File: src/rtl/counter_pkg.sv
// Shared types and helpers for the modulo up/down counter.
package counter_pkg;

  typedef enum logic {DIR_DOWN = 1'b0, DIR_UP = 1'b1} dir_e;

  localparam int MODE_WRAP = 0;
  localparam int MODE_SAT  = 1;

  // Bits needed to hold 0..modulus-1 (at least one bit).
  function automatic int cnt_width(input int modulus);
    return (modulus <= 2) ? 1 : $clog2(modulus);
  endfunction

endpackage

File: src/rtl/counter_prescaler.sv
// Enable divider: passes one tick for every PRESCALE cycles with en_in high.
module counter_prescaler #(
  parameter int PRESCALE = 1
) (
  input  logic clk,
  input  logic reset,
  input  logic restart,
  input  logic en_in,
  output logic tick_out
);
  localparam int PW = (PRESCALE > 1) ? $clog2(PRESCALE) : 1;
  localparam logic [PW-1:0] LAST = PW'(PRESCALE - 1);
  localparam logic [PW-1:0] ONE  = PW'(1);

  logic [PW-1:0] phase_q, phase_d;

  assign tick_out = en_in && (phase_q == LAST);

  always_comb begin
    phase_d = phase_q;
    if (restart)       phase_d = '0;
    else if (tick_out) phase_d = '0;
    else if (en_in)    phase_d = phase_q + ONE;
  end

  always_ff @(posedge clk) begin
    if (reset) phase_q <= '0;
    else       phase_q <= phase_d;
  end

endmodule

File: src/rtl/mod_updown_counter.sv
// Modulo up/down counter with wrap/saturate mode, clear, load and status pulses.
// Define COUNTER_PRESCALE_EN to divide the step enable by PRESCALE.
module mod_updown_counter
  import counter_pkg::*;
#(
  parameter int WIDTH    = 4,
  parameter int MODULUS  = 16,
  parameter int SATURATE = 0,
  parameter int PRESCALE = 1
) (
  input  logic             clk,
  input  logic             reset,
  input  logic             en,
  input  logic             up,
  input  logic             clear,
  input  logic             load,
  input  logic [WIDTH-1:0] load_val,
  output logic [WIDTH-1:0] count,
  output logic             wrap,
  output logic             sat,
  output logic             load_err
);
  localparam int W1 = WIDTH + 1;
  localparam logic [WIDTH:0] MAX = W1'(MODULUS - 1);
  localparam logic [WIDTH:0] ONE = W1'(1);

  if (WIDTH < 1 || MODULUS < 2 || cnt_width(MODULUS) > WIDTH) begin : g_bad_params
    $error("mod_updown_counter: need WIDTH >= 1 and 2 <= MODULUS <= 2**WIDTH");
  end

  logic [WIDTH-1:0] count_q, count_d;
  logic             wrap_q, wrap_d, sat_q, sat_d, lerr_q, lerr_d;
  logic             step;
  logic [WIDTH:0]   cur, inc, dec, ld;
  dir_e             dir;

`ifdef COUNTER_PRESCALE_EN
  counter_prescaler #(.PRESCALE(PRESCALE)) u_prescaler (
    .clk     (clk),
    .reset   (reset),
    .restart (clear | load),
    .en_in   (en),
    .tick_out(step)
  );
`else
  assign step = en;
`endif

  assign dir = dir_e'(up);
  assign cur = {1'b0, count_q};
  assign inc = cur + ONE;
  assign dec = cur - ONE;
  assign ld  = {1'b0, load_val};

  always_comb begin
    count_d = count_q;
    wrap_d  = 1'b0;
    sat_d   = sat_q;
    lerr_d  = 1'b0;
    if (clear) begin
      count_d = '0;
      sat_d   = 1'b0;
    end else if (load) begin
      sat_d = 1'b0;
      if (ld > MAX) begin
        count_d = MAX[WIDTH-1:0];
        lerr_d  = 1'b1;
      end else begin
        count_d = load_val;
      end
    end else if (step) begin
      sat_d = 1'b0;
      if (dir == DIR_UP) begin
        if (cur == MAX) begin
          if (SATURATE == MODE_SAT) sat_d = 1'b1;
          else begin
            count_d = '0;
            wrap_d  = 1'b1;
          end
        end else begin
          count_d = inc[WIDTH-1:0];
        end
      end else begin
        if (cur == '0) begin
          if (SATURATE == MODE_SAT) sat_d = 1'b1;
          else begin
            count_d = MAX[WIDTH-1:0];
            wrap_d  = 1'b1;
          end
        end else begin
          count_d = dec[WIDTH-1:0];
        end
      end
    end
  end

  always_ff @(posedge clk) begin
    if (reset) begin
      count_q <= '0;
      wrap_q  <= 1'b0;
      sat_q   <= 1'b0;
      lerr_q  <= 1'b0;
    end else begin
      count_q <= count_d;
      wrap_q  <= wrap_d;
      sat_q   <= sat_d;
      lerr_q  <= lerr_d;
    end
  end

  assign count    = count_q;
  assign wrap     = wrap_q;
  assign sat      = sat_q;
  assign load_err = lerr_q;

endmodule
File: config.mk
export PLATFORM = sky130hd
export DESIGN_NAME = mod_updown_counter
export DESIGN_NICKNAME = d
export VERILOG_FILES = /design/src/rtl/counter_pkg.sv /design/src/rtl/counter_prescaler.sv /design/src/rtl/mod_updown_counter.sv
export SDC_FILE = /design/constraint.sdc
export NUM_CORES = 1
export LEC_CHECK = 0
export CORE_AREA = 4 4 41 43
export CTS_BUF_LIST = sky130_fd_sc_hd__clkbuf_2
export CTS_CLUSTER_SIZE = 16
export DETAILED_ROUTE_END_ITERATION = 10
export DIE_AREA = 0 0 45 47
export PLACE_DENSITY = 0.65
export SLEW_MARGIN = 30
export SYNTH_ARGS = -nofsm -noshare
export SYNTH_HDL_FRONTEND = slang
export SYNTH_SLANG_ARGS = --single-unit
File: constraint.sdc
create_clock -name clk -period 1.7 [get_ports clk]
set_clock_uncertainty 0.2 [all_clocks]
set_input_delay 0.425 -clock clk [delete_from_list [all_inputs] [get_ports clk]]
set_output_delay 0.425 -clock clk [all_outputs]
set_load 0.01 [all_outputs]
==> results of run 1 <==
final cells by class:
| type | count | area, sq um | share of cell area (%) |
|---|---|---|---|
| inverter | 3 | 11.26 | 1.856 |
| timing repair buffer | 24 | 215.2 | 35.46 |
| multi-input combinational | 36 | 239.0 | 39.38 |
| clock buffer | 4 | 20.02 | 3.299 |
| tap | 15 | 18.77 | 3.093 |
| sequential | 5 | 102.6 | 16.91 |
Yosys cell counts (2+ instances only):
cell,count,share of area (%)
dfxtp_1,5,28
nand3_1,2,2.8
xnor2_1,3,7.3
nor2_1,4,4.2
inv_1,3,3.1
ha_1,2,6.9
o21ai_0,2,2.8
a21oi_1,4,5.5
nand2_1,3,3.1
buf_4,2,4.2
and2_1,2,3.5
final timing paths:
check / depth (start not counted) / from / slack (ns) / end
worst max-delay path: 6 / count[0] / 0.08 / count[2]
worst min-delay path: 4 / up / 0.38 / wrap
worst max register to register: 6 / count[0] / 0.08 / count[2]
worst min register to register: 3 / count[3] / 0.44 / wrap
power by group:
part / switching (mW) / internal (mW)
logic: 0.0412 / 0.0582
registers: 0.00508 / 0.123
clock network: 0.0530 / 0.0623
per-stage QoR:
step	hold slack (ns)	setup slack [ns]
final	0.3847	0.08331
after floorplan	0.3524	0.1073
after global routing	0.4550	-0.002924
after detailed placement	0.4257	-0.1484
after global placement	0.4186	-0.1348
after CTS	0.4426	0.01267
state kept, by name, indices dropped and copies added, names as in the netlist:
signal,cells
count,4
wrap,1
worst max-delay path: cells and delay by family, from the launching register on:
family | cells | cell delay [ns]
AOI/OAI and AO/OA | 2 | 0.35
and+or+nand+nor | 1 | 0.18
DFF | 1 | 0.34
adders and majority gates | 1 | 0.20
xor gates and xnor gates | 1 | 0.08
buffers and inverters | 1 | 0.15
cell families after synthesis:
family	synth area share, %
and+or+nand+nor	22.84
AOI/OAI and AO/OA	23.18
buffers and inverters	8.302
DFF	27.68
xor gates and xnor gates	7.268
adders and majority gates	6.919
other	1.037
muxes	2.768
timing repair:
item                                    CTS  global route
endpoints found under the setup margin    4             3
hold buffers                              0             0
pin swaps                                 0             1
resized for setup                         5             5
per-layer routing:
| metal | up-vias | share of wire, % | global-route usage (%) |
|---|---|---|---|
| met1 | 183 | 41 | 11.87 |
| met5 | - | 0 | 0 |
| met3 | 4 | 7.1 | 6.130 |
| li1 | 206 | - | - |
| met4 | 0 | 1.1 | 3.509 |
| met2 | 15 | 51 | 19.77 |
==> results.md, run 1 <==
- DP Cell Count: just over 80
- GPL Wtd Cong: roughly 0.77
- TritonCTS clock tree: yes
- CTS Sinks: 5
- NumNets Final: 85
- Slowest CP cell: dfxtp_2
- Status: finished, final reports clean
- Fin Setup TNS: 0 ns
- Synthesized cell area: 361.6 sq um
- Max VDD drop: 350.7 uV
- DRC Markers: 0
- Worst-case clock buffer depth: 2
- Die area: around 2100 sq um
- Finished Layout Cells: 87
- Worst Hold Class: in2reg
- Mapped Cells: 46
- Initial DRC count: 1
- Flop and latch count out of synthesis: 5
- CP Data Arrival Time: 1.53 ns
- DP Area: 580.6 sq um
- Design Area, Final: between 600 and 700 sq um
- Reg clk slew, reported paths: 0.06 ns
- Post-synth EDFFs: 0
- Crit. End Element: flop
- Tot Pwr: 0.3425 mW
- Final Max Slew Viols: 0
- Critical Path Fanout Max: 5
- Ys Warns: 0
- Fill cells: 149
- Register area share after synthesis: 27.68%
- Pleak: 0.3179 nW
- Via density: between 4 and 5
- Final setup vio count: 0
- Pwr/cell area: around 560 nW/um^2
- Worst Path Required: about 1.6 ns
- Distinct cell type count after synthesis: 25
- # IOs: 17
- Wire length per cell: 11.53 um
- First-pass GRT wire length: 1.649 mm
- Die Wd: 45 um
- Cts bufs inserted: 3
- Period Utilization, post-route: 95.10%
- Max Clock Freq: between 600 and 700 MHz
- Vias: 408
- Worst-path cell chain: buf_4, ha_1, and2_1, o21ai_2, xnor2_1, o211a_1
- Synth Flop Type: dfxtp_1
- H-tree levels: 1
- Clk_lat worst skew: around 0.22 ns
- Commonest non-fill, non-tap cell in the layout: buf_4
- Largest net degree at the start of global routing: 7
- Setup bufs post-CTS: 0
- Most frequent cells in the layout: buf_4, clkdlybuf4s50_1
- Area of the core region: around 1300 sq um
- Drt first pass iters: 4
- Share of layout cells above drive strength 1: 25.00%
- Period minus WS final: 1.617 ns
- Asr flop ratio synth: 0%
- Grt total ovfl: 0
- Antenna viol nets, final: 0
- Number of global-route vias before repair: 394
- Gr usage total: 11.39%
- Initial Utilization: 27.79%
- Setup Crit Path Kind: reg2reg
- Mapped Avg Cell Area: 7.861 sq um
- Die Y: 47 um
- Startpoint types: flop
- Ant diodes: 0
- Post-DP HPWL: 814.9 um
- Root Buffer Master: clkbuf_2
- CP peak stage delay: ~0.34 ns
- Max-cap violations: 0
- FP Rows: 13
- Antenna violations before repair: 0
- Port buffer count: 14
- Final wirelength: 1.003 mm
- Area grow syn2layout: 67.82%
- Fin util: 46.63%
- Hold Fails Final Rpt: 0
Note: power is estimated with default switching activity, not from simulation.
==> run 2: changes to the inputs <==
- ABC_AREA: default -> 0
==> results of run 2 <==
The final DEF is identical to that of run 1; final timing and power are the same.
==> run 3: changes to the inputs <==
- clock period: 1.7 -> 1.5 ns (I/O delays scaled with it)
==> run 3 against run 2 <==
Sequential share of layout area is 0.62 points lower. Design area increased by 8.9%. Fmax is 9.3% higher. Largest cell class unchanged. Critical path type unchanged. Highest routed layer unchanged. Sequential power increased by 13%. Clock power is 7% higher. Global-route usage fell by 1.8 points. Die area unchanged. Cell count is 2.3% higher.
==> results.md, run 3 (synthesis results as in run 1) <==
- Die Wd: 45 um (unchanged)
- Drt first pass iters: 4 (unchanged)
- GPL Wtd Cong: 0.7534 (was 0.7741)
- Commonest non-fill, non-tap cell in the layout: buf_4 (unchanged)
- Grt total ovfl: 0 (unchanged)
- Hold Crit Start: count[3] (was up)
- Vias: 393 (was 408)
- Number of flip-flops in the largest register: 4 (unchanged)
- Ant diodes: 0 (unchanged)
- H-tree levels: 1 (unchanged)
- CP Data Arrival Time: 1.37 ns (was 1.53 ns)
- Worst reg2reg path depth: 5 (was 6)
- Wire length per cell: 10.87 um (was 11.53 um)
- Clock group share of total power: 31.1% (was 33.7%)
- Area of the multi-input gates: 277.8 sq um (was 239.0 sq um)
- First-pass GRT wire length: 1.421 mm (was 1.649 mm)
- Reg clk slew, reported paths: 0.05 ns (was 0.06 ns)
- Crit. End Element: flop (unchanged)
- Area of the core region: 1301 sq um (unchanged)
- Worst Path Required: 1.39 ns (was 1.62 ns)
- Setup bufs post-CTS: 0 (unchanged)
- Max-cap violations: 0 (unchanged)
- Logic pwr share: 32.6% (was 29.0%)
- Initial Utilization: 27.79% (unchanged)
- Number of global-route vias before repair: 352 (was 394)
- Area grow syn2layout: 82.70% (was 67.82%)
- Worst-path cell chain: inv_2, ha_4, o21bai_1, a221oi_4, o32ai_1 (was buf_4, ha_1, and2_1, o21ai_2, xnor2_1, o211a_1)
- Worst-case clock buffer depth: 2 (unchanged)
- DRC Markers: 0 (unchanged)
- Clk_lat worst skew: 0.21 ns (was 0.22 ns)
- Slowest CP cell: dfxtp_4 (was dfxtp_2)
- Max Clock Freq: 676.0 MHz (was 618.5 MHz)
- Worst Hold Class: reg2reg (was in2reg)
- Setup slack, reg-to-reg: 0.02 ns (was 0.08 ns)
- Unrepaired setup endpoints after global routing: yes
- FP Rows: 13 (unchanged)
- Post-DP HPWL: 756.8 um (was 814.9 um)
- Most frequent cells in the layout: buf_4, clkdlybuf4s50_1, dlygate4sd2_1 (was buf_4, clkdlybuf4s50_1)
- Share of layout cells above drive strength 1: 35.14% (was 25.00%)
- Gr usage total: 9.637% (was 11.39%)
- NumNets Final: 87 (was 85)
- Root Buffer Master: clkbuf_2 (unchanged)
- Reg-to-reg endpoint: count[3] (was count[2])
- Pleak: 0.3172 nW (was 0.3179 nW)
- CP top delay family: compound AO/OA/AOI/OAI gates (unchanged)
- Final setup vio count: 0 (unchanged)
- Period Utilization, post-route: 98.62% (was 95.10%)
- Antenna violations before repair: 0 (unchanged)
- Critical Path Fanout Max: 6 (was 5)
- Period minus WS final: 1.479 ns (was 1.617 ns)
- Port buffer count: 14 (unchanged)
- Worst hold endpoint: wrap (unchanged)
- Startpoint types: flop (unchanged)
- Die area: 2115 sq um (unchanged)
- Status: finished, final reports clean (unchanged)
- Net Sw Frac: 27.91% (was 29.00%)
- Final wirelength: 967 um (was 1.003 mm)
- NetSw: 0.1105 mW (was 0.09932 mW)
- # IOs: 17 (unchanged)
- Pwr/cell area: 599.5 nW/um^2 (was 564.4 nW/um^2)
- Die Y: 47 um (unchanged)
- Largest net degree at the start of global routing: 7 (unchanged)
- Initial DRC count: 4 (was 1)
- WP buf/inv: 1 (unchanged)
- Fill cells: 143 (was 149)
- Fin Setup TNS: 0 ns (unchanged)
- Final Max Slew Viols: 0 (unchanged)
- CP peak stage delay: 0.38 ns (was 0.34 ns)
- Hold Fails Final Rpt: 0 (unchanged)
- TritonCTS clock tree: yes (unchanged)
- Antenna viol nets, final: 0 (unchanged)
- Reg2Reg Launch Point: count[0] (unchanged)
- Via density: 4.416 (was 4.690)
- Hold Worst Slack: 0.4197 ns (was 0.3847 ns)
- Cts bufs inserted: 3 (unchanged)
- Setup Crit Path Kind: reg2reg (unchanged)
- Storage element area: 107.6 sq um (was 102.6 sq um)
- Internal: 0.2855 mW (was 0.2432 mW)
- Register share of total power: 36.3% (was 37.3%)
- Hold Path Depth: 3 (was 4)
- CTS Sinks: 5 (unchanged)
- Max VDD drop: 282.9 uV (was 350.7 uV)
## run 3: cell count changes in the layout (fill, tap and decap cells not counted), moves of 2 or more
cell | previous run | this run
dfxtp_2 | 2 | 0
dfxtp_4 | 0 | 2
inv_1 | 3 | 1
ha_1 | 2 | 0
dlymetal6s2s_1 | 2 | 0
dlygate4sd2_1 | 4 | 7
inv_2 | 0 | 2
## run 3: final cells by class
type | count | area share [%]
repair buffers | 26 | 34.09
inverters | 3 | 1.705
clock buffers | 4 | 3.030
flip-flops and latches | 5 | 16.29
multi-input cells | 36 | 42.05
well taps | 15 | 2.841
## run 3: worst max path at each step
stage	startpoint	to	slack, ns	cells past startpoint
CTS	count[1]	count[1]	0.002	6
global placement	up	count[2]	-0.31	5
global route	count[0]	count[3]	-0.05	5
detailed placement	up	count[2]	-0.28	5
floorplan	count[0]	count[1]	0.03	6
finish	count[0]	count[3]	0.02	5
## run 3: metal layers
layer	wire (um)	track usage, %
met5	0	0
met4	12	8.772
met3	68	2.682
met2	476	14.41
met1	409	11.14
## run 3: metrics by stage
stage / instance area (sq um) / instances / util, % / power (mW) / setup slack [ns]
3_5_place_dp: 600.6 / 85 / 46.15 / 0.2641 / -0.2809
2_1_floorplan: 370.4 / 47 / - / 0.1998 / 0.02964
5_1_grt: 660.6 / 89 / 50.77 / 0.4214 / -0.05164
3_3_place_gp: 600.6 / 85 / 46.15 / 0.2633 / -0.3051
6_report: 660.6 / 89 / 50.77 / 0.3960 / 0.02077
4_1_cts: 623.1 / 89 / 47.88 / 0.3914 / 0.001939
## run 3: repair_timing
| item | CTS | global route |
|---|---|---|
| resized for setup | 10 | 9 |
| endpoints found under the setup margin | 8 | 3 |
| hold buffers | 0 | 0 |
| pin swaps | 3 | 4 |
## run 3: power groups by stage
stage / clock network, mW / logic, mW / registers [mW]
floorplan: 0 / 0.0481 / 0.152
global placement: 0 / 0.116 / 0.147
detailed placement: 0 / 0.117 / 0.147
CTS: 0.133 / 0.115 / 0.143
global route: 0.135 / 0.142 / 0.145
finish: 0.123 / 0.129 / 0.144
## run 3: worst min-delay path, delay by kind of cell (launching register included)
kind / cells / cell delay (ns)
DFF: 1 / 0.30
buffers and inverters: 1 / 0.15
and+or+nand+nor: 1 / 0.06
AOI/OAI and AO/OA: 1 / 0.06
